--- config.mk ---
export PLATFORM = sky130hd
export DESIGN_NAME = mem_port_arbiter
export DESIGN_NICKNAME = d
export VERILOG_FILES = /design/src/rtl/mem_arb_pkg.sv /design/src/rtl/arb_priority.sv /design/src/rtl/mem_port_arbiter.sv
export SDC_FILE = /design/constraint.sdc
export NUM_CORES = 1
export LEC_CHECK = 0
export ABC_AREA = 1
export CORE_ASPECT_RATIO = 0.6
export CORE_MARGIN = 3
export CORE_UTILIZATION = 35
export DETAILED_ROUTE_END_ITERATION = 8
export HOLD_SLACK_MARGIN = 0.08
export PLACE_DENSITY = 0.75
export SLEW_MARGIN = 15
export SYNTH_ARGS = -nofsm -noshare
export SYNTH_HDL_FRONTEND = slang
export SYNTH_SLANG_ARGS = --single-unit
export TNS_END_PERCENT = 1
--- constraint.sdc ---
create_clock -name clk -period 3.1 [get_ports clk]
set_clock_uncertainty 0.15 [all_clocks]
set_input_delay 0.62 -clock clk [delete_from_list [all_inputs] [get_ports clk]]
set_output_delay 0.62 -clock clk [all_outputs]
set_load 0.02 [all_outputs]
--- src/rtl/mem_arb_pkg.sv ---
// Shared types and constants for the two-port memory arbiter.
// Round-robin arbitration is enabled by defining ARB_ROUND_ROBIN_EN.
package mem_arb_pkg;

    typedef enum logic [1:0] {
        IDLE    = 2'd0,
        BUSY_IF = 2'd1,
        BUSY_D  = 2'd2
    } arb_state_t;

    localparam logic PORT_IF = 1'b0;
    localparam logic PORT_D  = 1'b1;

    localparam int DEFAULT_TIMEOUT = 16;

    // Wide enough for the largest legal TIMEOUT (255).
    localparam int CNT_W = 8;

endpackage

--- src/rtl/arb_priority.sv ---
// Picks which port is served when the arbiter leaves IDLE.
// With ARB_ROUND_ROBIN_EN defined, a tie goes to the port not served last.
module arb_priority
    import mem_arb_pkg::*;
(
    input  logic if_req,
    input  logic d_req,
`ifdef ARB_ROUND_ROBIN_EN
    input  logic last_served,
`endif
    output logic any_req,
    output logic winner
);

    assign any_req = if_req | d_req;

`ifdef ARB_ROUND_ROBIN_EN
    always_comb begin
        if (if_req && d_req) begin
            winner = ~last_served;
        end else if (d_req) begin
            winner = PORT_D;
        end else begin
            winner = PORT_IF;
        end
    end
`else
    assign winner = d_req ? PORT_D : PORT_IF;
`endif

endmodule

--- src/rtl/mem_port_arbiter.sv ---
// Shares one MMU port between an instruction-fetch port and a data port.
// Define ARB_ROUND_ROBIN_EN for round-robin tie-breaking instead of data-first priority.
module mem_port_arbiter
    import mem_arb_pkg::*;
#(
    parameter int TIMEOUT = DEFAULT_TIMEOUT
) (
    input  logic        clk,
    input  logic        reset,
    input  logic        if_req,
    input  logic [31:0] if_addr,
    output logic        if_gnt,
    output logic        if_valid,
    output logic [31:0] if_rdata,
    input  logic        d_req,
    input  logic        d_wen,
    input  logic [31:0] d_addr,
    input  logic [31:0] d_wdata,
    input  logic [3:0]  d_be,
    output logic        d_gnt,
    output logic        d_valid,
    output logic [31:0] d_rdata,
    output logic [31:0] mmu_addy,
    output logic [31:0] mmu_datain,
    output logic        mmu_wen,
    output logic        mmu_ren,
    output logic [3:0]  mmu_byte_select,
    input  logic        mmu_nostall,
    input  logic [31:0] mmu_dataout,
    output logic        err,
    output arb_state_t  state_dbg
);

    localparam logic [CNT_W-1:0] CNT_LAST = CNT_W'(TIMEOUT - 1);

    arb_state_t       state;
    arb_state_t       state_next;
    logic [CNT_W-1:0] cnt;
    logic [31:0]      addr_q;
    logic [31:0]      wdata_q;
    logic [3:0]       be_q;
    logic             wen_q;

    logic             any_req;
    logic             winner;
    logic             busy;
    logic             start;
    logic             timeout_hit;
`ifdef ARB_ROUND_ROBIN_EN
    logic             last_served;
`endif

    arb_priority u_prio (
        .if_req     (if_req),
        .d_req      (d_req),
`ifdef ARB_ROUND_ROBIN_EN
        .last_served(last_served),
`endif
        .any_req    (any_req),
        .winner     (winner)
    );

    assign busy        = (state == BUSY_IF) || (state == BUSY_D);
    assign start       = (state == IDLE) && any_req;
    // Completion has priority: a stall-free edge never counts as a timeout.
    assign timeout_hit = busy && !mmu_nostall && (cnt == CNT_LAST);
    assign state_dbg   = state;

    always_ff @(posedge clk) begin
        if (!reset) begin
            state <= IDLE;
        end else begin
            state <= state_next;
        end
    end

    always_comb begin
        state_next = state;
        unique case (state)
            IDLE: begin
                if (any_req) begin
                    state_next = (winner == PORT_D) ? BUSY_D : BUSY_IF;
                end
            end
            BUSY_IF, BUSY_D: begin
                if (mmu_nostall || timeout_hit) begin
                    state_next = IDLE;
                end
            end
            default: state_next = IDLE;
        endcase
    end

    // MMU signals come only from the transaction registers, never from the ports.
    always_comb begin
        if_gnt          = 1'b0;
        d_gnt           = 1'b0;
        mmu_addy        = 32'h0;
        mmu_datain      = 32'h0;
        mmu_wen         = 1'b0;
        mmu_ren         = 1'b0;
        mmu_byte_select = 4'h0;
        unique case (state)
            BUSY_IF: begin
                if_gnt          = 1'b1;
                mmu_addy        = addr_q;
                mmu_ren         = 1'b1;
                mmu_byte_select = 4'hF;
            end
            BUSY_D: begin
                d_gnt           = 1'b1;
                mmu_addy        = addr_q;
                mmu_datain      = wdata_q;
                mmu_wen         = wen_q;
                mmu_ren         = ~wen_q;
                mmu_byte_select = be_q;
            end
            default: begin
            end
        endcase
    end

    always_ff @(posedge clk) begin
        if (!reset) begin
            cnt      <= '0;
            addr_q   <= 32'h0;
            wdata_q  <= 32'h0;
            be_q     <= 4'h0;
            wen_q    <= 1'b0;
            if_valid <= 1'b0;
            d_valid  <= 1'b0;
            if_rdata <= 32'h0;
            d_rdata  <= 32'h0;
            err      <= 1'b0;
        end else begin
            if_valid <= 1'b0;
            d_valid  <= 1'b0;
            if (start) begin
                cnt <= '0;
                if (winner == PORT_D) begin
                    addr_q  <= d_addr;
                    wdata_q <= d_wdata;
                    be_q    <= d_be;
                    wen_q   <= d_wen;
                end else begin
                    addr_q  <= if_addr;
                    wdata_q <= 32'h0;
                    be_q    <= 4'hF;
                    wen_q   <= 1'b0;
                end
            end else if (busy && mmu_nostall) begin
                if (state == BUSY_IF) begin
                    if_valid <= 1'b1;
                    if_rdata <= mmu_dataout;
                end else begin
                    d_valid <= 1'b1;
                    if (!wen_q) begin
                        d_rdata <= mmu_dataout;
                    end
                end
            end else if (timeout_hit) begin
                err <= 1'b1;
                if (state == BUSY_IF) begin
                    if_valid <= 1'b1;
                    if_rdata <= 32'h0;
                end else begin
                    d_valid <= 1'b1;
                    d_rdata <= 32'h0;
                end
            end else if (busy) begin
                cnt <= cnt + 1'b1;
            end
        end
    end

`ifdef ARB_ROUND_ROBIN_EN
    always_ff @(posedge clk) begin
        if (!reset) begin
            last_served <= PORT_IF;
        end else if (start) begin
            last_served <= winner;
        end
    end
`endif

endmodule
==> results of run 1 <==
power by group through the flow:
stage          logic, uW  clock network, uW  registers [uW]
5_1_grt             1190               2140            2100
3_5_place_dp        1080                  0            2120
2_1_floorplan        549                  0            2160
6_report            1080               1990            2080
3_3_place_gp        1080                  0            2120
4_1_cts             1090               2050            2080
layer usage:
metal / vias up / part of all wire / wire length [um] / global-route usage
li1: 3485 / - / - / -
met1: 3126 / 0.47 / 9650 / 0.266
met2: 207 / 0.43 / 8770 / 0.300
met3: 8 / 0.090 / 1840 / 0.0764
met4: 0 / 0.0063 / 129 / 0.0426
met5: - / 0 / 0 / 0
flip-flops by register name, summed over array words and instances (netlist names):
signal	cells
err	1
be_q	4
wdata_q	32
wen_q	1
d_valid	1
state_dbg	2
d_rdata	32
if_valid	1
addr_q	32
cnt	8
if_rdata	32
cells by family after synthesis:
family,count (synthesis),share of synthesized area
simple gates,434,0.266
buf+inv,198,0.121
fa+ha+maj,4,0.00762
xor+xnor,2,0.00267
flops,146,0.445
compound gates,163,0.158
metrics by stage:
step                      utilization  setup WS (ns)  total power, uW  hold WS, ns  setup TNS [ns]
after floorplan                     -          0.719             2710        0.292               0
after global placement          0.521          0.412             3190        0.297               0
after detailed placement        0.521          0.374             3200        0.299               0
after CTS                       0.552         0.0327             5220        0.309               0
after global routing            0.555      -0.000987             5420        0.338       -0.000987
final                           0.555          0.137             5150        0.305               0
critical path, stage by stage, from the launching register on:
cell and delay [ns]:
sky130_fd_sc_hd__dfxtp_1 0.38, sky130_fd_sc_hd__inv_1 0.08, sky130_fd_sc_hd__ha_2 0.38, sky130_fd_sc_hd__buf_12 0.20, sky130_fd_sc_hd__nand2_1 0.08, sky130_fd_sc_hd__inv_1 0.05, sky130_fd_sc_hd__clkdlybuf4s50_1 0.61
layout make-up:
type                            instances  area, sq um
Sequential cell                       146         2920
Tap cell                              240          300
Clock inverter                         14          138
Multi-Input combinational cell        603         2860
Clock buffer                           18          429
Fill cell                            1766         8120
Inverter                              130          488
Timing Repair Buffer                  294         3000
how the worst min path moves through the flow:
stage | to | startpoint | slack, ns | cells past startpoint
after detailed placement | err | err | 0.30 | 2
after global routing | wdata_q[28] | wdata_q[28] | 0.34 | 1
after global placement | err | err | 0.30 | 2
after floorplan | wdata_q[0] | wdata_q[0] | 0.29 | 1
final | err | err | 0.31 | 2
after CTS | err | err | 0.31 | 2
timing repair:
action | 4_1_cts | 5_1_grt
setup buffers | 0 | 0
resized for setup | 1 | 19
setup endpoints to repair | 28 | 32
cells in the mapped netlist (4+ instances only):
master,n,area share
sky130_fd_sc_hd__dfxtp_1,146,0.44
sky130_fd_sc_hd__nor2_1,101,0.058
sky130_fd_sc_hd__o21ai_0,38,0.029
sky130_fd_sc_hd__ha_1,4,0.0076
sky130_fd_sc_hd__a31oi_1,32,0.030
sky130_fd_sc_hd__nand2_1,277,0.16
sky130_fd_sc_hd__a21oi_1,56,0.043
sky130_fd_sc_hd__nand3_1,45,0.034
sky130_fd_sc_hd__buf_1,14,0.0080
sky130_fd_sc_hd__clkbuf_1,30,0.017
sky130_fd_sc_hd__buf_2,20,0.015
sky130_fd_sc_hd__o221a_2,4,0.0069
sky130_fd_sc_hd__a32o_1,32,0.049
sky130_fd_sc_hd__inv_1,126,0.072
==> summary by stage, run 1 <==
Outcome
The run finished with clean final reports.

STA
The hold violation count in the final report is 0. The final-report max-slew violation count is 0. The timing-limited maximum frequency is between 300 and 400 MHz. Of the available clock period, the critical path in the final layout requires 0.956. Setup violations remaining at the end of the flow were counted as 0. The worst path needs 2.96 ns of the cycle, external delays included. The relative max-transition margin is 0.515. The pin slew with the least headroom to its limit is just over 0.7 ns.

Drt
The count of routing violations after the opening detailed-route iteration is roughly 390. The total vias in the final route is ~7,000. The detailed-route DRC error count is 0. In the routed layout, each cell is associated on average with a via count of approximately 4.7.

In the final routed layout, each cell accounts on average for ~14 um. Summed over all layers, the routed wires come to roughly 20,000 um. The remaining antenna violation count is 0. Before antenna repair, the detailed router went through 5 iterations.

Cells and area
After routing the design area is 10,100 sq um. The share of cells above drive strength 1 is 0.0531. The layout-stage area growth over the synthesis result is 54.3%. For this run, the number of standard cells in the final layout without fillers is ~1,400. Leaving out fill and tap cells, the most frequent cells in the layout are sky130_fd_sc_hd__nand2_1 (277), sky130_fd_sc_hd__clkdlybuf4s50_1 (261), sky130_fd_sc_hd__dfxtp_1 (146). The number of inserted diodes is 0.

The library cell used most frequently in the layout, excluding fill and tap cells, is sky130_fd_sc_hd__nand2_1. After the last flow step, the layout net total stands at ~1,300.

Logic synthesis
The post-synthesis cell count is 947. After synthesis, the share of flip-flops with an asynchronous set or reset is 0. Of the synthesized area, sequential elements account for 0.445. The synthesized design contains around 150 register bits.

The synthesized area divided by synthesized cell count is just under 7 sq um. The net count after synthesis is around 1,100. For this run, the number of Yosys warnings is 0. The mapped netlist covers ~6600 sq um. The distinct cell type count after synthesis is 28.

The number of enable flip-flop cells after synthesis is 0. For this run, the leading register cell type out of synthesis is sky130_fd_sc_hd__dfxtp_1.

Power and ir drop
The clock power share is 0.386. The switching share of power is 0.306. Summed over all nets, the switching power comes to 1580 uW. The part of the power in registers is 0.404. The share of total power dissipated in combinational logic is 0.210. VDD sags by at most just over 300 uV. The internal portion of the total power is 3580 uW. The power density relative to cell area is about 510 nW/um^2. The leakage power of the design is around 0.0049 uW.

GRT
The largest net degree at the start of global routing is 135. The overall track demand over capacity in global routing is 0.197. Summed over all layers, the global routing overflow is 0.

The number of antenna violations at the first check in global routing is 0. The number of global-route vias before repair is 6,451. The first-pass GRT wire length is around 33,000 um.

Setup path
The worst setup path is captured at an output pin. In this run the critical register-to-register path is launched from state_dbg[1]. The critical path required time is 2.33 ns. The startpoint type of the worst setup path is a flip-flop. The most critical setup path has its endpoint at mmu_addy[0]. In this run the worst path has a maximum fanout of 32. The worst register-to-register path has a setup slack of roughly 0.74 ns.

The count of cells along the worst register-to-register path is 13. The type of the worst setup path is flip-flop to output pin. The most critical setup path has its startpoint at state_dbg[1]. The endpoint identified for the worst register-to-register timing path is d_rdata[22].

The worst endpoint data arrival time is between 2 and 2.5 ns.

Clock network
The H-tree depth is 4. No sink is reached through more buffers than the 2 on the longest clock path. TritonCTS built the clock tree. Counting the buffers created by CTS gives 17. Clock tree synthesis selected as its root buffer the cell sky130_fd_sc_hd__clkbuf_16. The insertion delay to the later sink of the worst-skew pair is 0.41 ns. The number of hold buffers added after CTS was 0. The number of clock sinks is ~150. Clock-pin slew was measured on the worst setup and hold paths at ~0.070 ns.

Hold path
The worst hold path belongs to the class flip-flop to flip-flop.

Die
The row count is 38. For this configuration, the core starts out at a cell density of 0.360. The core region is 18,300 sq um. The die is approximately 110 um tall. The horizontal die dimension is 183 um. The number of ports placed on the die boundary is 279. The die area is approximately 20,000 sq um.

Placed design
The count of buffers from port buffering is roughly 280. The total placed instance area is 9520 sq um. The HPWL reported at the end of detailed placement is between 10,000 and 15,000 um.

The placed instance count is roughly 1,400. The global placer's final weighted congestion is 0.799.

Flow run
Across the run, the number of max-cap violations was 0.
No activity file was read; power rests on OpenSTA's default activity.
==> run 2: changes to the inputs <==
- PLACE_DENSITY: 0.75 -> 0.77
==> summary by stage, run 2 (synthesis gave the netlist of run 1 again) <==
Outcome
The flow ran to the end, and the final reports show no timing, DRC or antenna violations.

Power and ir drop
The share of total power in combinational logic is 0.208. The power density relative to cell area is 515 nW/um^2. The worst-case vdd ir drop is about 320 uV. The switching share of power is 0.297. The leakage power of the design is about 0.0046 uW. The part of the power in registers is 0.400. Cell internal power was estimated by the tool at between 3000 and 4000 uW. For this design the total switching power over the nets is 1550 uW. The share of total power dissipated in the clock network is 0.392.

Drt
In the routed layout, each cell is associated on average with a via count of 4.71. The routed design has ~20,000 um of wire. The remaining antenna violation count is 0. The count of routing violations after the opening detailed-route iteration is 487. Dividing the detail-routed wire length by the instance count gives between 10 and 15 um. The detailed-route DRC error count is 0. The total vias in the final route is just under 7,000. The first detailed-routing pass ran for 5 iterations.

Setup path
The capturing element type of the critical path is an output pin. The worst endpoint data arrival time is ~2.2 ns. The critical path required time is 2.33 ns. In this run the worst setup path begins at state_dbg[0].

The startpoint type of the worst setup path is a flip-flop. The type of the worst setup path is flip-flop to output pin. The startpoint of the worst register-to-register path is state_dbg[0]. In this run the worst setup path terminates at mmu_addy[10].

The flop-to-flop setup slack is a little under 0.7 ns. The maximum fanout encountered on the critical timing path is 32. The endpoint identified for the worst register-to-register timing path is d_rdata[22].

Measured in cells, the most critical reg-to-reg path has a length of 13.

Hold path
In this run the most critical hold path is launched from err. The type of the most critical hold path is flip-flop to flip-flop.

STA
Setup repair after global routing left no endpoint under its margin. The relative max-transition margin is 0.467. Timing would allow up to around 340 MHz. The worst path setup slack after routing is roughly 0.12 ns. The clock period minus final worst setup slack is between 2 and 3 ns. Setup violations remaining at the end of the flow were counted as 0. The hold violation count in the final report is 0. The final-report max-slew violation count is 0. At the pin with the least slew margin, the transition time is around 0.79 ns. Summed over all failing endpoints, the final setup total negative slack is 0 ns. Dividing the final minimum period by the clock period gives 0.961.

Clock network
The largest buffer count on any clock path is 2. The root buffer cell is sky130_fd_sc_hd__clkbuf_16. The CTS clock-pin slew for the worst setup and hold paths is roughly 0.07 ns. The number of clock sinks is about 150. Clock latency on the worst-skew pair, taken at its later pin, is about 0.40 ns. The H-tree depth is 4. TritonCTS built the clock tree. The number of clock buffers added by TritonCTS is 17.

Cells and area
In the layout the commonest cells are sky130_fd_sc_hd__nand2_1 (277), sky130_fd_sc_hd__clkdlybuf4s50_1 (277), sky130_fd_sc_hd__dfxtp_1 (146). The number of nets in the layout is approximately 1,300. The layout-stage area growth over the synthesis result is 53.8%. In the final layout, the share of cells above drive strength 1 is 0.0515. Summing all non-filler instances in the final layout gives an area of between 10,000 and 15,000 sq um. The repair_antennas step left the layout with diodes totalling 0.

GRT
The largest net degree at the start of global routing is 135. The first-pass GRT wire length is ~33,000 um. The overall track demand over capacity in global routing is 0.193. The total global routing overflow is 0. The number of antenna violations at the first check in global routing came to 0. The number of global-route vias before repair is roughly 6,400.

Die
The initial cell density of the core is 0.360. Row generation in the floorplan step produced 38 rows. Measured along the x axis, the die boundary spans 183 um. The floorplan step defined a core boundary enclosing between 15,000 and 20,000 sq um.

The floorplan die height is between 100 and 150 um. The number of ports placed on the die boundary is 279. The die covers approximately 20,000 sq um.

Placed design
Routability-driven placement finished with a final weighted congestion of 0.817. During placement, the flow inserted port buffers numbering 278. The placed instances occupy a cell area of ~9500 sq um. The HPWL reported at the end of detailed placement is 14,300 um. Prior to clock tree synthesis, the placed netlist has a worst setup slack of 0.386 ns.

Flow run
The number of max-capacitance violations reported is 0.
## run 2: cell count changes in the layout (fill, tap and decap cells not counted), sizes merged
| cell | before | now |
|---|---|---|
| buf | 17 | 15 |
| bufinv | 0 | 1 |
| clkdlybuf4s50 | 261 | 277 |
| clkinv | 5 | 3 |
| clkinvlp | 0 | 4 |
| dlymetal6s2s | 16 | 0 |
| inv | 139 | 136 |
## run 2: stage by stage
step | instances | utilization | hold WS [ns] | power [uW]
6_report | 1443 | 0.554 | 0.313 | 5210
5_1_grt | 1443 | 0.554 | 0.332 | 5470
4_1_cts | 1443 | 0.553 | 0.321 | 5280
3_5_place_dp | 1411 | 0.521 | 0.304 | 3200
3_3_place_gp | 1411 | 0.521 | 0.291 | 3190
2_1_floorplan | 947 | - | 0.292 | 2710
## run 2: worst min path at each step
stage / endpoint / cells after the start
after floorplan: wdata_q[0] / 1
after global placement: err / 2
after detailed placement: wdata_q[19] / 1
after CTS: wdata_q[19] / 1
after global routing: wdata_q[31] / 1
final: err / 2
## run 2: repair_timing
item,CTS,global route
setup endpoints to repair,27,32
buffers inserted,0,0
pin swaps,0,0
resized for setup,1,2
hold buffers,0,0
## run 2: layout make-up
type / count / area, sq um
multi-input combinational: 603 / 2860
fill: 1728 / 8150
timing repair buffer: 292 / 2960
tap: 240 / 300
inverter: 130 / 488
clock inverter: 14 / 145
clock buffer: 18 / 439
sequential: 146 / 2920
## run 2: power groups by stage
stage	clock (uW)	combinational, uW	sequential, uW
floorplan	0	549	2160
global placement	0	1070	2120
detailed placement	0	1080	2120
CTS	2120	1080	2080
global route	2180	1190	2100
finish	2040	1080	2080
## run 2: layer usage
layer	wire length, um	vias up	track usage
li1	-	3478	-
met1	9420	3073	0.260
met2	8730	223	0.295
met3	1840	18	0.0712
met4	256	0	0.0497
met5	0	-	0
## run 2: worst max-delay path, cell delays in order (launching register included)
cell and delay, ns:
sky130_fd_sc_hd__dfxtp_1 0.37, sky130_fd_sc_hd__inv_1 0.09, sky130_fd_sc_hd__ha_1 0.38, sky130_fd_sc_hd__buf_12 0.22
sky130_fd_sc_hd__nand2_1 0.07, sky130_fd_sc_hd__inv_1 0.05, sky130_fd_sc_hd__clkdlybuf4s50_1 0.62
==> variant: new RTL, flow settings as in run 1 <==
The option `ARB_ROUND_ROBIN_EN` is turned on by a define.
--- a/src/rtl/arb_priority.sv
+++ b/src/rtl/arb_priority.sv
@@ -1,4 +1,6 @@
 // Picks which port is served when the arbiter leaves IDLE.
 // With ARB_ROUND_ROBIN_EN defined, a tie goes to the port not served last.
+`define ARB_ROUND_ROBIN_EN
+
 module arb_priority
     import mem_arb_pkg::*;
Formal check against the unedited RTL: not equivalent (Yosys sat finds a counterexample within 4 cycles, from zero or initial values and one cycle with reset low).
==> variant against run 1 <==
Worst setup slack worse by 0.034 ns. Cell area is 1.2% higher. Cell count rose by 0.21%. Total power rose by 2.9%. Sequential cell count up 1. Synthesized cell count fell by 0.11%. Synthesized area is 0.82% higher. Die area is 0.79% higher. Clock power grew 5%. Wire length is 5.9% higher. Critical path type unchanged. Largest cell class unchanged.
==> variant: results (changes against run 1) <==
[status]
status = complete, no violations

[global_routing]
grt_pass1_vias = 6652  ; +3.1%
grt_pass1_wl_um = 34200  ; +3.2%
grt_max_degree = 68  ; -50%
grt_use_met3_pct = 5.34  ; -2.3 points
grt_usage_pct = 20.5  ; +0.80 points
grt_use_met1_pct = 27.6  ; +1.1 points

[layout]
drive_gt1_share_pct = 6.54  ; +1.2 points
finalNetCount = 1337  ; +0.22%

[setup_path]
arrival_ns = 2.23  ; +0.04 ns
r2r-end = d_rdata[14]
rr_startpoint = state_dbg[0]
regToRegSetupSlack_ns = 0.78  ; +0.04 ns

[pwr]
leakage_nw = 5.07  ; +3.0%
p_sw_mw = 1.63  ; +3.8%
peakVddDrop_uv = 362  ; +19%
seqPwrFrac_pct = 39.8  ; -0.6 points
p_int_mw = 3.67  ; +2.5%

[route]
wl_met1_um = 9990  ; +3.6%
wl_um = 21600  ; +5.9%
avgViaCountPerCell = 4.75  ; +0.61%
drt-initial-drc-count = 470  ; +20%
wl_met3_um = 1670  ; -9.5%

[placement]
dp_cells = 1416  ; +0.21%

[timing]
holdWs_ns = 0.314  ; +0.00864 ns
relSlewSlack_pct = 43.8  ; -7.7 points

[yosys]
synth.area.top_cells = dfxtp_1, nand2_1, nor2_1
syn_inst = 946  ; -0.11%
synth_seq_area_share_pct = 44.4  ; -0.059 points

[min_path]
holdPathEnd = addr_q[4]

[variant: cell types whose count changed after synthesis, moves of 3 or more]
| cell | delta |
|---|---|
| o31ai_1 | +32 |
| a21oi_2 | +9 |
| nand3_1 | +10 |
| inv_1 | -15 |
| inv_2 | +4 |
| o221a_2 | -4 |
| nor3_1 | +5 |
| nand2_1 | -42 |
| a31oi_1 | -32 |
| buf_2 | -3 |
| nor2_1 | +64 |
| o21ai_0 | -26 |
[variant: worst max-delay path by stage]
stage | start | slack, ns | endpoint
5_1_grt | state_dbg[1] | -0.008 | mmu_addy[8]
4_1_cts | state_dbg[1] | 0.007 | mmu_ren
3_5_place_dp | state_dbg[1] | 0.46 | mmu_ren
2_1_floorplan | state_dbg[1] | 0.72 | mmu_datain[11]
3_3_place_gp | state_dbg[1] | 0.49 | mmu_byte_select[1]
6_report | state_dbg[1] | 0.10 | mmu_byte_select[2]
[variant: worst max-delay path: stages, from the launching register on]
cell and delay, ns:
dfxtp_1 0.38, inv_1 0.08, ha_2 0.42, inv_1 0.12, a21oi_1 0.17, clkdlybuf4s50_1 0.64
[variant: repair_timing]
action                     in CTS  in global routing
setup buffers                   0                  0
setup endpoints to repair       0                 67
resized for setup               0                 33
[variant: cells by family after synthesis]
group / Yosys count / synth area share (%)
fa+ha+maj: 4 / 0.755
flops: 147 / 44.4
simple gates: 471 / 28.5
buf+inv: 183 / 11.4
compound gates: 140 / 14.7
xor+xnor: 1 / 0.132
[variant: area by class of cell]
class / count / area, um^2
clock buffer: 18 / 429
clock inverter: 14 / 170
fill: 1720 / 8040
inverter: 118 / 443
multi-input combinational: 616 / 2940
sequential: 147 / 2940
tap: 240 / 300
timing repair buffer: 295 / 3040
